### config.mk
export PLATFORM = sky130hd
export DESIGN_NAME = score_bcd_counter
export DESIGN_NICKNAME = d
export VERILOG_FILES = /design/src/rtl/score_bcd_counter.sv
export SDC_FILE = /design/constraint.sdc
export NUM_CORES = 1
export LEC_CHECK = 0
export BUFFER_PORTS_ARGS = -buffer_cell sky130_fd_sc_hd__buf_2
export CAP_MARGIN = 20
export CORE_AREA = 2 2 75 49
export CTS_CLUSTER_DIAMETER = 40
export DETAILED_ROUTE_END_ITERATION = 10
export DIE_AREA = 0 0 77 51
export PLACE_DENSITY = 0.83
export SLEW_MARGIN = 40
export SYNTH_ARGS = -nofsm -noshare
export SYNTH_HDL_FRONTEND = slang
export SYNTH_SLANG_ARGS = --single-unit
### constraint.sdc
create_clock -name clock_25 -period 2.8 [get_ports clock_25]
set_input_delay 0.84 -clock clock_25 [delete_from_list [all_inputs] [get_ports clock_25]]
set_output_delay 0.84 -clock clock_25 [all_outputs]
set_load 0.02 [all_outputs]
### src/rtl/score_bcd_counter.sv
// Two-digit BCD snake score with a session best. Apple events are queued and
// committed one per frame_end, so the digits only move between scanned frames.
module score_bcd_counter #(
  parameter int unsigned INC_STEP = 1,
  parameter int unsigned PEND_MAX = 3
) (
  input  logic       clock_25,
  input  logic       reset,
  input  logic       game_restart,
  input  logic       apple_eaten,
  input  logic       frame_end,
  output logic [3:0] score_tens,
  output logic [3:0] score_units,
  output logic [3:0] best_tens,
  output logic [3:0] best_units,
  output logic       score_changed,
  output logic       new_record,
  output logic       max_reached
);
  localparam logic [4:0] STEP = 5'(INC_STEP);
  localparam logic [2:0] PMAX = 3'(PEND_MAX);

  logic       apple_q;
  logic [2:0] pend_q, pend_d;
  logic [3:0] tens_q, units_q, tens_d, units_d;
  logic [3:0] best_tens_q, best_units_q;
  logic       chg_q, rec_q, max_q;

  logic       edge_w, commit, at_max, bump, carry, ovf;
  logic [4:0] usum;
  logic [3:0] psum;

  assign edge_w = apple_eaten & ~apple_q;
  assign commit = frame_end & ((pend_q != 3'd0) | edge_w);
  assign at_max = (tens_q == 4'd9) && (units_q == 4'd9);
  assign bump   = commit && !at_max;

  always_comb begin
    usum    = {1'b0, units_q} + STEP;
    carry   = usum > 5'd9;
    ovf     = carry && (tens_q == 4'd9);
    tens_d  = ovf ? 4'd9 : tens_q + {3'b000, carry};
    units_d = ovf ? 4'd9 : (carry ? 4'(usum - 5'd10) : usum[3:0]);
    // A simultaneous edge and commit nets out, so pending can never underflow.
    psum    = {1'b0, pend_q} + {3'b000, edge_w} - {3'b000, commit};
    pend_d  = (psum > {1'b0, PMAX}) ? PMAX : psum[2:0];
  end

  always_ff @(posedge clock_25 or posedge reset) begin
    if (reset) begin
      apple_q      <= 1'b0;
      pend_q       <= '0;
      tens_q       <= '0;
      units_q      <= '0;
      best_tens_q  <= '0;
      best_units_q <= '0;
      chg_q        <= 1'b0;
      rec_q        <= 1'b0;
      max_q        <= 1'b0;
    end else if (game_restart) begin
      apple_q <= 1'b0;
      pend_q  <= '0;
      tens_q  <= '0;
      units_q <= '0;
      chg_q   <= 1'b0;
      rec_q   <= 1'b0;
      max_q   <= 1'b0;
    end else begin
      apple_q <= apple_eaten;
      pend_q  <= pend_d;
      chg_q   <= bump;
      if (bump) begin
        tens_q  <= tens_d;
        units_q <= units_d;
        if (tens_d == 4'd9 && units_d == 4'd9) max_q <= 1'b1;
      end
      // Packed BCD compares in numeric order, so no binary conversion is needed.
      if (chg_q && ({tens_q, units_q} > {best_tens_q, best_units_q})) begin
        best_tens_q  <= tens_q;
        best_units_q <= units_q;
        rec_q        <= 1'b1;
      end
    end
  end

  assign score_tens    = tens_q;
  assign score_units   = units_q;
  assign best_tens     = best_tens_q;
  assign best_units    = best_units_q;
  assign score_changed = chg_q;
  assign new_record    = rec_q;
  assign max_reached   = max_q;
endmodule
* Word level (Yosys, flattened, before mapping) *
Cells that the tools add are included.

operators by class
  $add $sub $neg = 5
  $mul = 0
  divide/modulo/power cells = 0
  magnitude comparators = 3
  equal/unequal tests = 4
  shift-type cells = 0
  multiplexer cells = 16
  bitwise operators = 5
  reduce and logical (&&, ||, !) cells = 12

operator list
  kind                   number
  $mux W4                7
  $eq A4 B4 Y1 const B   4
  $gt A8 B8 Y1           1
  $mux W1                7
  $mux W3                2
  $reduce_bool A2 Y1     3
  $add A4 B1 Y5 const B  1
  $gt A5 B4 Y1 const B   1
  $logic_and A1 B1 Y1    5
  $add A3 B1 Y4          1
  $add A4 B1 Y4          1
  $gt A4 B2 Y1 const B   1
  $reduce_and A2 Y1      2
  $sub A4 B1 Y4          1
  $sub A4 B4 Y4 const B  1
  $reduce_bool A3 Y1     1
  $and A1 B1 Y1          2
  $not A1 Y1             2
  $logic_not A1 Y1       1
  $or A1 B1 Y1           1

word-level totals
  bits in registers = 23
  latch bits = 0
  memory bits (writable) = 0
  ROM bits = 0
  input bits = 5
  output and inout port bits = 19
  logic and storage cells = 54
  memories = 0

* Logic depth before layout (Yosys ltp) *
Gate-level depths: netlist of run 1.

  word-level depth = 9
  gate-level depth with buffers = 14
  mapped depth without buffers = 14

* Worst setup path before layout of run 1 *
OpenSTA, ideal clock, no wires.

  path kind = register to register
  from = register units_q[0] (netlist: score_units[0])
  to = register max_q (netlist: max_reached)
  library setup time = 0.101 ns
  data arrival time = 3.053 ns
  required time = 2.699 ns
  setup slack = -0.354 ns
  cell stages (with the launch flop) = 15
  path buffers = 0
  clock period less this slack = 3.154 ns
  path through = dfrtp_1 -> inv_1 -> ha_1 -> inv_1 -> ha_1 -> nand2b_1 -> a21o_1 -> a22o_4 -> inv_1 -> ha_1 -> ha_1 -> nor3b_1 -> a31oi_1 -> mux2_1 -> o32ai_1

on the way
  word-level cells in the longest chain between the ends = 8
  elaborated cells between the ends (all ways) = 18
  those cells by class = 3 x add/sub; 1 x order compare; 3 x eq/ne; 3 x mux; 8 x reduce/logical

ends and longest elaborated chain
  element                                        RTL line  text
  start: declaration                             25        logic [3:0] tens_q, units_q, tens_d, units_d;
  start signal: assignment                       74        units_q <= units_d;
  $add A4 B1 Y5                                  39        usum = {1'b0, units_q} + STEP;
  $gt A5 B4 Y1 or $sub A4 B4 Y4 (tied branches)  40, 43
  $add A4 B1 Y4 (tied with other cells)          42        tens_d = ovf ? 4'd9 : tens_q + {3'b000, carry};
  $mux W4 (on tied branches)                     42, 43
  $eq A4 B4 Y1                                   75        if (tens_d == 4'd9 && units_d == 4'd9) max_q <= 1'b1;
  $logic_and A1 B1 Y1                            75
  $reduce_bool A2 Y1 (no line)                   n/a
  $reduce_and A2 Y1 (no line) (*)                n/a
  end signal: assignment                         59        max_q <= 1'b0;
  end signal: assignment                         67        max_q <= 1'b0;
  end signal: assignment                         75
  end: declaration                               27        logic chg_q, rec_q, max_q;

Mark *: on every way between the ends. The rest lies on a longest branch, timed or not.
A chain may end at the register's enable or synchronous reset.

* Final worst setup path of run 1 *
Ends and elaborated chain as after synthesis.

==> results of run 1 <==
-- state kept, by name (all words and copies together), names as in the netlist --
register	flops
apple_q	1
best_tens	4
best_units	4
max_reached	1
new_record	1
pend_q	3
score_changed	1
score_tens	4
score_units	4
-- layout by cell type, fill, tap and decap left out, types with 5 or more instances in the layout --
cell type,instances
a21oi_1,11
buf_2,23
buf_4,15
dfrtp_1,21
ha_1,13
inv_1,18
mux2_2,8
nand2_1,5
nand3_1,9
nor2_1,11
nor3_1,5
o21ai_0,5
xnor2_1,5
-- worst max-delay path, cell delays in order (launching register included) --
cell	delay, ns
dfrtp_2	0.45
ha_4	0.19
xnor2_2	0.17
ha_2	0.18
nand2b_1	0.05
a21o_1	0.19
a22o_4	0.28
inv_4	0.05
ha_4	0.13
ha_4	0.21
nor3b_4	0.18
a31oi_1	0.10
mux2_4	0.31
o32ai_4	0.20
-- layout make-up --
class	count	area, µm²
Clock buffer	3	41.29
Clock inverter	1	5.005
Fill cell	298	1374
Inverter	22	85.08
Multi-Input combinational cell	115	991.0
Sequential cell	23	578.1
Tap cell	47	58.81
Timing Repair Buffer	38	227.7
-- final timing paths --
kind                                        to  cells past startpoint
worst min-delay path                new_record                      1
max in group asynchronous       score_units[3]                      3
worst max register to register     max_reached                     13
worst min register to register      new_record                      1
min in group asynchronous       score_units[2]                      2
worst max-delay path               max_reached                     13
-- layer usage --
layer	vias up	part of all wire, %	track usage (%)
li1	646	-	-
met1	617	50	29.59
met2	44	42	30.41
met3	2	7.3	6.007
met4	0	0.33	4.167
met5	-	0	0
-- through the flow --
| stage | cell area, µm² | setup slack (ns) | power (µW) | setup TNS [ns] |
|---|---|---|---|---|
| after global placement | 1894 | 0.02439 | 858.6 | 0 |
| after CTS | 1958 | 0.003240 | 1091 | 0 |
| after detailed placement | 1894 | -0.01056 | 873.6 | -0.02132 |
| final | 1987 | 0.01259 | 1092 | 0 |
| after global routing | 1987 | -0.1272 | 1184 | -0.1272 |
| after floorplan | 1643 | 0.01092 | 737.6 | 0 |
-- power by group through the flow --
stage,sequential (µW),clock [µW],combinational (µW)
final,418,213,461
after global routing,426,239,519
after CTS,418,219,454
after detailed placement,425,0,449
after global placement,424,0,435
after floorplan,475,0,262
-- timing repair --
| action | CTS | global route |
|---|---|---|
| pin swaps | 1 | 2 |
| setup endpoints to repair | 1 | 1 |
| gates resized for setup | 1 | 5 |
| setup buffers | 1 | 0 |
-- logic make-up (layout without fill, tap and decap cells) --
logic type | Yosys count | after routing
other cells | 1 | 1
fa+ha+maj | 19 | 19
xor+xnor | 7 | 7
buf+inv | 27 | 64
mux | 10 | 10
flops | 23 | 23
simple gates | 44 | 44
compound gates | 34 | 34
==> impl_metrics.csv, run 1 <==
group,metric,value,unit
run_status,status,"finished, final reports clean",
synthesis,synthFlopType,"dfrtp_1",
sta,fin_crit,2.787,ns
worst_setup_path,critPathKind,"reg -> reg",
grt,grt_pass1_vias,1236,
worst_setup_path,worst_ep_required_time,2.98,ns
placed_design,dpl.cell_count,244,
grt,grt_pass1_wl,6182,µm
clocking,cts_made_buffers,3,
placed_design,place_congestion,0.9099,
worst_setup_path,startpoint,"score_units[0]",
worst_setup_path,r2r_slack,0.01,ns
power_and_ir_drop,clkPwrFrac,19.5,%
floorplan,pin_count,24,
power_and_ir_drop,p_switching,400.1,µW
placed_design,port_buffers,23,
synthesis,synthTopCellsByCount,"dfrtp_1 (23), inv_1 (22), ha_1 (18), a21oi_1 (11), nor2_1 (11)",
cells_and_area,diodes,0,
placed_design,place_hpwl,2881,µm
synthesis,yosysMostFrequentCell,"dfrtp_1",
floorplan,start_util,46.91,%
synthesis,synthesis.area,1577,µm²
routing,first_iter_violations,121,
sta,hold_viol,0,
synthesis,synth_edf_count,0,
routing,drtPass1Iterations,4,
power_and_ir_drop,p_comb_share,42.2,%
clocking,clkTransAtPathRegs,0.09,ns
synthesis,syn-num-nets,189,
clocking,clockBufferDepth,2,
sta,worst_hold_slack,0.4913,ns
cells_and_area,utilization,59.12,%
sta,relSlewSlack,58.82,%
clocking,htreeDepth,1,
synthesis,yosys_warnings,0,
power_and_ir_drop,seqPwrFrac,38.3,%
cells_and_area,stdcell_count,249,
worst_setup_path,timing.rr.start,"score_units[0]",
synthesis,synth_area_leaders,"dfrtp_1 (37%), ha_1 (14%), mux2_2 (5.7%), inv_1 (5.2%), a21oi_1 (3.5%)",
power_and_ir_drop,p_leak,0.0009621,µW
sta,clock.fmax,358.8,MHz
routing,drc,0,
worst_setup_path,cp_data_arrival_time,2.97,ns
sta,finalMaxSlewViolations,0,
routing,wl_per_cell,14.55,µm
synthesis,synth_largest_area_cell,"dfrtp_1",
sta,period_share,99.55,%
clocking,cts_tree,"done",
floorplan,dieHeight,51,µm
sta,setup_viol,0,
synthesis,synth_top_area_share,36.51,%
sta,max_slew.worst_pin.slew,0.6141,ns
floorplan,core,3361,µm²
floorplan,dieWidth,77,µm
flow_run,maxCapViolCount,0,
synthesis,synthSimpleGateAreaFrac,14.76,%
routing,num_vias,1309,
power_and_ir_drop,switching_share,36.63,%
floorplan,row_count,17,
clocking,postCtsHoldBufs,0,
synthesis,async_flop_share,100.0,%
grt,antenna_found_initial,0,
power_and_ir_drop,power_density,549.7,nW/µm²
grt,grt.overflow.total,0,
clocking,cts.sinks,23,
synthesis,synthAdderAreaFrac,15.56,%
routing,viasPerCell,5.257,
sta,clock_skew,0.006033,ns
clocking,clk_latency,0.27,ns
clocking,root_buffer,"clkbuf_8",
min_path,worstHoldStart,"new_record",
synthesis,syn_inst,165,
cells_and_area,area_growth,26.03,%
synthesis,synth_compound_area_share,15.00,%
floorplan,die_area,3927,µm²
worst_setup_path,cp-end-kind,"register",
synthesis,synth_xor_area_share,3.889,%
cells_and_area,layout-drive-gt1-share,34.65,%
synthesis,synth-seq-cells,23,
synthesis,synth_top_family_by_area,"adder cells",
routing,antenna_left,0,
sta,rsz0062_at_grt,"true",
synthesis,synthMuxAreaShare,7.063,%
synthesis,synthDistinctLibCells,44,
min_path,hold_class,"reg -> reg",
synthesis,postSynthAreaPerCell,9.555,µm²
synthesis,synth_seq_area_share,36.51,%
power_and_ir_drop,vdd_drop_max,0.2956,mV
worst_setup_path,start_kind,"register",
grt,grt_max_degree,14,
power_and_ir_drop,p_int,692.2,µW
cells_and_area,final_nets,227,
grt,grtUsageTotal,20.43,%
worst_setup_path,crit_fanout,4,
routing,wl,3623,µm
(Power assumes the default switching activity.)
==> run 2: changes to the inputs <==
--- a/config.mk
+++ b/config.mk
@@ -12,6 +12,7 @@
 export DETAILED_ROUTE_END_ITERATION = 10
 export DIE_AREA = 0 0 77 51
 export PLACE_DENSITY = 0.83
+export SETUP_SLACK_MARGIN = 0.15
 export SLEW_MARGIN = 40
 export SYNTH_ARGS = -nofsm -noshare
 export SYNTH_HDL_FRONTEND = slang
==> run 2 against run 1 <==
Net effect: clock power hardly changed; count of clock-buffer cells in the layout did not move; global-route usage decreased by 0.62 points; utilization grew 1.4 points; setup slack lost 0.040 ns; critical path depth stayed put; the flow now finishes with violations (setup timing); critical endpoint unchanged; highest routed layer unchanged; largest cell class unchanged.
==> impl_metrics.csv, run 2 (synthesis results as in run 1) <==
group,metric,value,unit
run_status,status,"finished, violations left",
run_status,violations,"setup timing",
routing,first_iter_violations,71,
worst_setup_path,r2r_slack,-0.03,ns
worst_setup_path,worst_ep_required_time,2.98,ns
routing,wl_per_cell,14.69,µm
cells_and_area,final_cell_mix,"buf_2 (23), dfrtp_1 (21), buf_4 (20)",
clocking,cts_tree,"done",
clocking,cts_made_buffers,3,
cells_and_area,stdcell_count,254,
sta,clock.fmax,353.7,MHz
power_and_ir_drop,p_comb_share,43.4,%
worst_setup_path,cp_slowest_cell,"dfrtp_2",
worst_setup_path,startpoint,"score_units[1]",
floorplan,core,3361,µm²
clocking,postCtsHoldBufs,0,
sta,fin_crit,2.827,ns
sta,setup_viol,1,
sta,finalMaxSlewViolations,0,
cells_and_area,layout_commonest_cell,"buf_2",
worst_setup_path,endpoint,"max_reached",
min_path,hold_class,"reg -> reg",
grt,grt_pass1_wl,5996,µm
worst_setup_path,worst_path_largest_cell_delay,0.46,ns
worst_setup_path,start_kind,"register",
cells_and_area,diodes,0,
worst_setup_path,reg2regPathDepth,13,
grt,grt.overflow.total,0,
power_and_ir_drop,clkPwrFrac,19.2,%
clocking,root_buffer,"clkbuf_8",
flow_run,maxCapViolCount,0,
power_and_ir_drop,p_switching,412.9,µW
floorplan,dieWidth,77,µm
worst_setup_path,crit_path_cell_trace,"ha_4 -> xnor2_4 -> ha_2 -> nand2b_1 -> a21o_1 -> a22o_4 -> inv_2 -> ha_4 -> ha_4 -> nor3b_4 -> a31oi_1 -> mux2_4 -> o32ai_2",
clocking,htreeDepth,1,
placed_design,place_congestion,0.9085,
worst_setup_path,path_delay_family,"compound AO/OA/AOI/OAI gates",
sta,max_slew.worst_pin.slew,0.6036,ns
sta,clock_skew,0.002609,ns
floorplan,row_count,17,
worst_setup_path,cp-end-kind,"register",
power_and_ir_drop,power.total,1121,µW
sta,period_share,101.0,%
power_and_ir_drop,seqPwrFrac,37.4,%
worst_setup_path,timing.rr.start,"score_units[1]",
placed_design,placed_area,1882,µm²
floorplan,pin_count,24,
cells_and_area,finalInstanceArea,2034,µm²
clocking,clkTransAtPathRegs,0.09,ns
sta,fin_tns_setup,-0.02728,ns
worst_setup_path,cp_num_buf_inv,1,
clocking,clockBufferDepth,2,
grt,antenna_found_initial,0,
routing,drc,0,
power_and_ir_drop,p_int,708.4,µW
worst_setup_path,cp_data_arrival_time,3.01,ns
routing,wl,3731,µm
grt,grtUsageTotal,19.81,%
routing,viasPerCell,5.350,
sta,hold_viol,0,
cells_and_area,final_nets,232,
placed_design,place_hpwl,2691,µm
clocking,cts.sinks,23,
sta,relSlewSlack,59.21,%
worst_setup_path,r2r_end,"max_reached",
grt,grt_pass1_vias,1222,
worst_setup_path,cp.depth,13,
power_and_ir_drop,vdd_drop_max,0.3015,mV
floorplan,die_area,3927,µm²
sta,worst_hold_slack,0.5169,ns
grt,grt_max_degree,24,
routing,antenna_left,0,
placed_design,dpl.cell_count,241,
clocking,clk_latency,0.27,ns
cells_and_area,area_growth,29.05,%
power_and_ir_drop,power_density,551.2,nW/µm²
power_and_ir_drop,switching_share,36.82,%
placed_design,port_buffers,23,
min_path,worstHoldStart,"new_record",
sta,rsz0062_at_grt,"true",
worst_setup_path,crit_fanout,3,
floorplan,dieHeight,51,µm
floorplan,start_util,46.91,%
sta,fin_ws,-0.02728,ns
routing,drtPass1Iterations,4,
worst_setup_path,critPathKind,"reg -> reg",
routing,num_vias,1359,
worst_setup_path,cpMostUsedCell,"ha_4",
power_and_ir_drop,p_leak,0.0009934,µW
cells_and_area,layout-drive-gt1-share,37.20,%
[run 2: power groups by stage]
| stage | Clock (µW) | Sequential (µW) | Combinational, µW |
|---|---|---|---|
| after floorplan | 0 | 476 | 264 |
| after global placement | 0 | 426 | 424 |
| after detailed placement | 0 | 427 | 439 |
| after CTS | 218 | 419 | 460 |
| after global routing | 231 | 426 | 534 |
| final | 215 | 420 | 486 |
[run 2: area by class of cell]
class | count | area, µm²
fillers | 284 | 1326
multi-input cells | 115 | 998.5
flip-flops and latches | 23 | 578.1
repair buffers | 43 | 265.3
inverters | 22 | 87.58
well taps | 47 | 58.81
clock buffers | 3 | 41.29
clock inverters | 1 | 5.005
[run 2: repair_timing]
action / CTS / global route
gates resized for setup: 3 / 5
endpoints found under the hold margin: 0 / 0
cloned: 0 / 0
setup endpoints to repair: 2 / 4
setup buffers: 5 / 4
pin swaps: 5 / 9
[run 2: how the worst min path moves through the flow]
stage                            end  slack, ns  depth (start not counted)
after floorplan            pend_q[0]       0.58                          2
after global placement    new_record       0.47                          1
after detailed placement  new_record       0.49                          1
after CTS                 new_record       0.51                          1
after global routing      new_record       0.53                          1
final                     new_record       0.52                          1
[run 2: metal layers]
metal,global-route usage [%],share of wire (%),vias to the layer above
met5,0,0,-
met4,3.869,0.91,0
met3,5.477,5.7,6
met2,28.51,43,46
met1,29.68,50,643
li1,-,-,664
[run 2: metrics by stage]
step / setup slack [ns] / utilization [%]
6_report: -0.02728 / 60.54
5_1_grt: -0.1600 / 60.54
4_1_cts: 0.01627 / 58.97
3_5_place_dp: -0.06587 / 55.99
3_3_place_gp: -0.01554 / 55.99
2_1_floorplan: 0.06604 / -
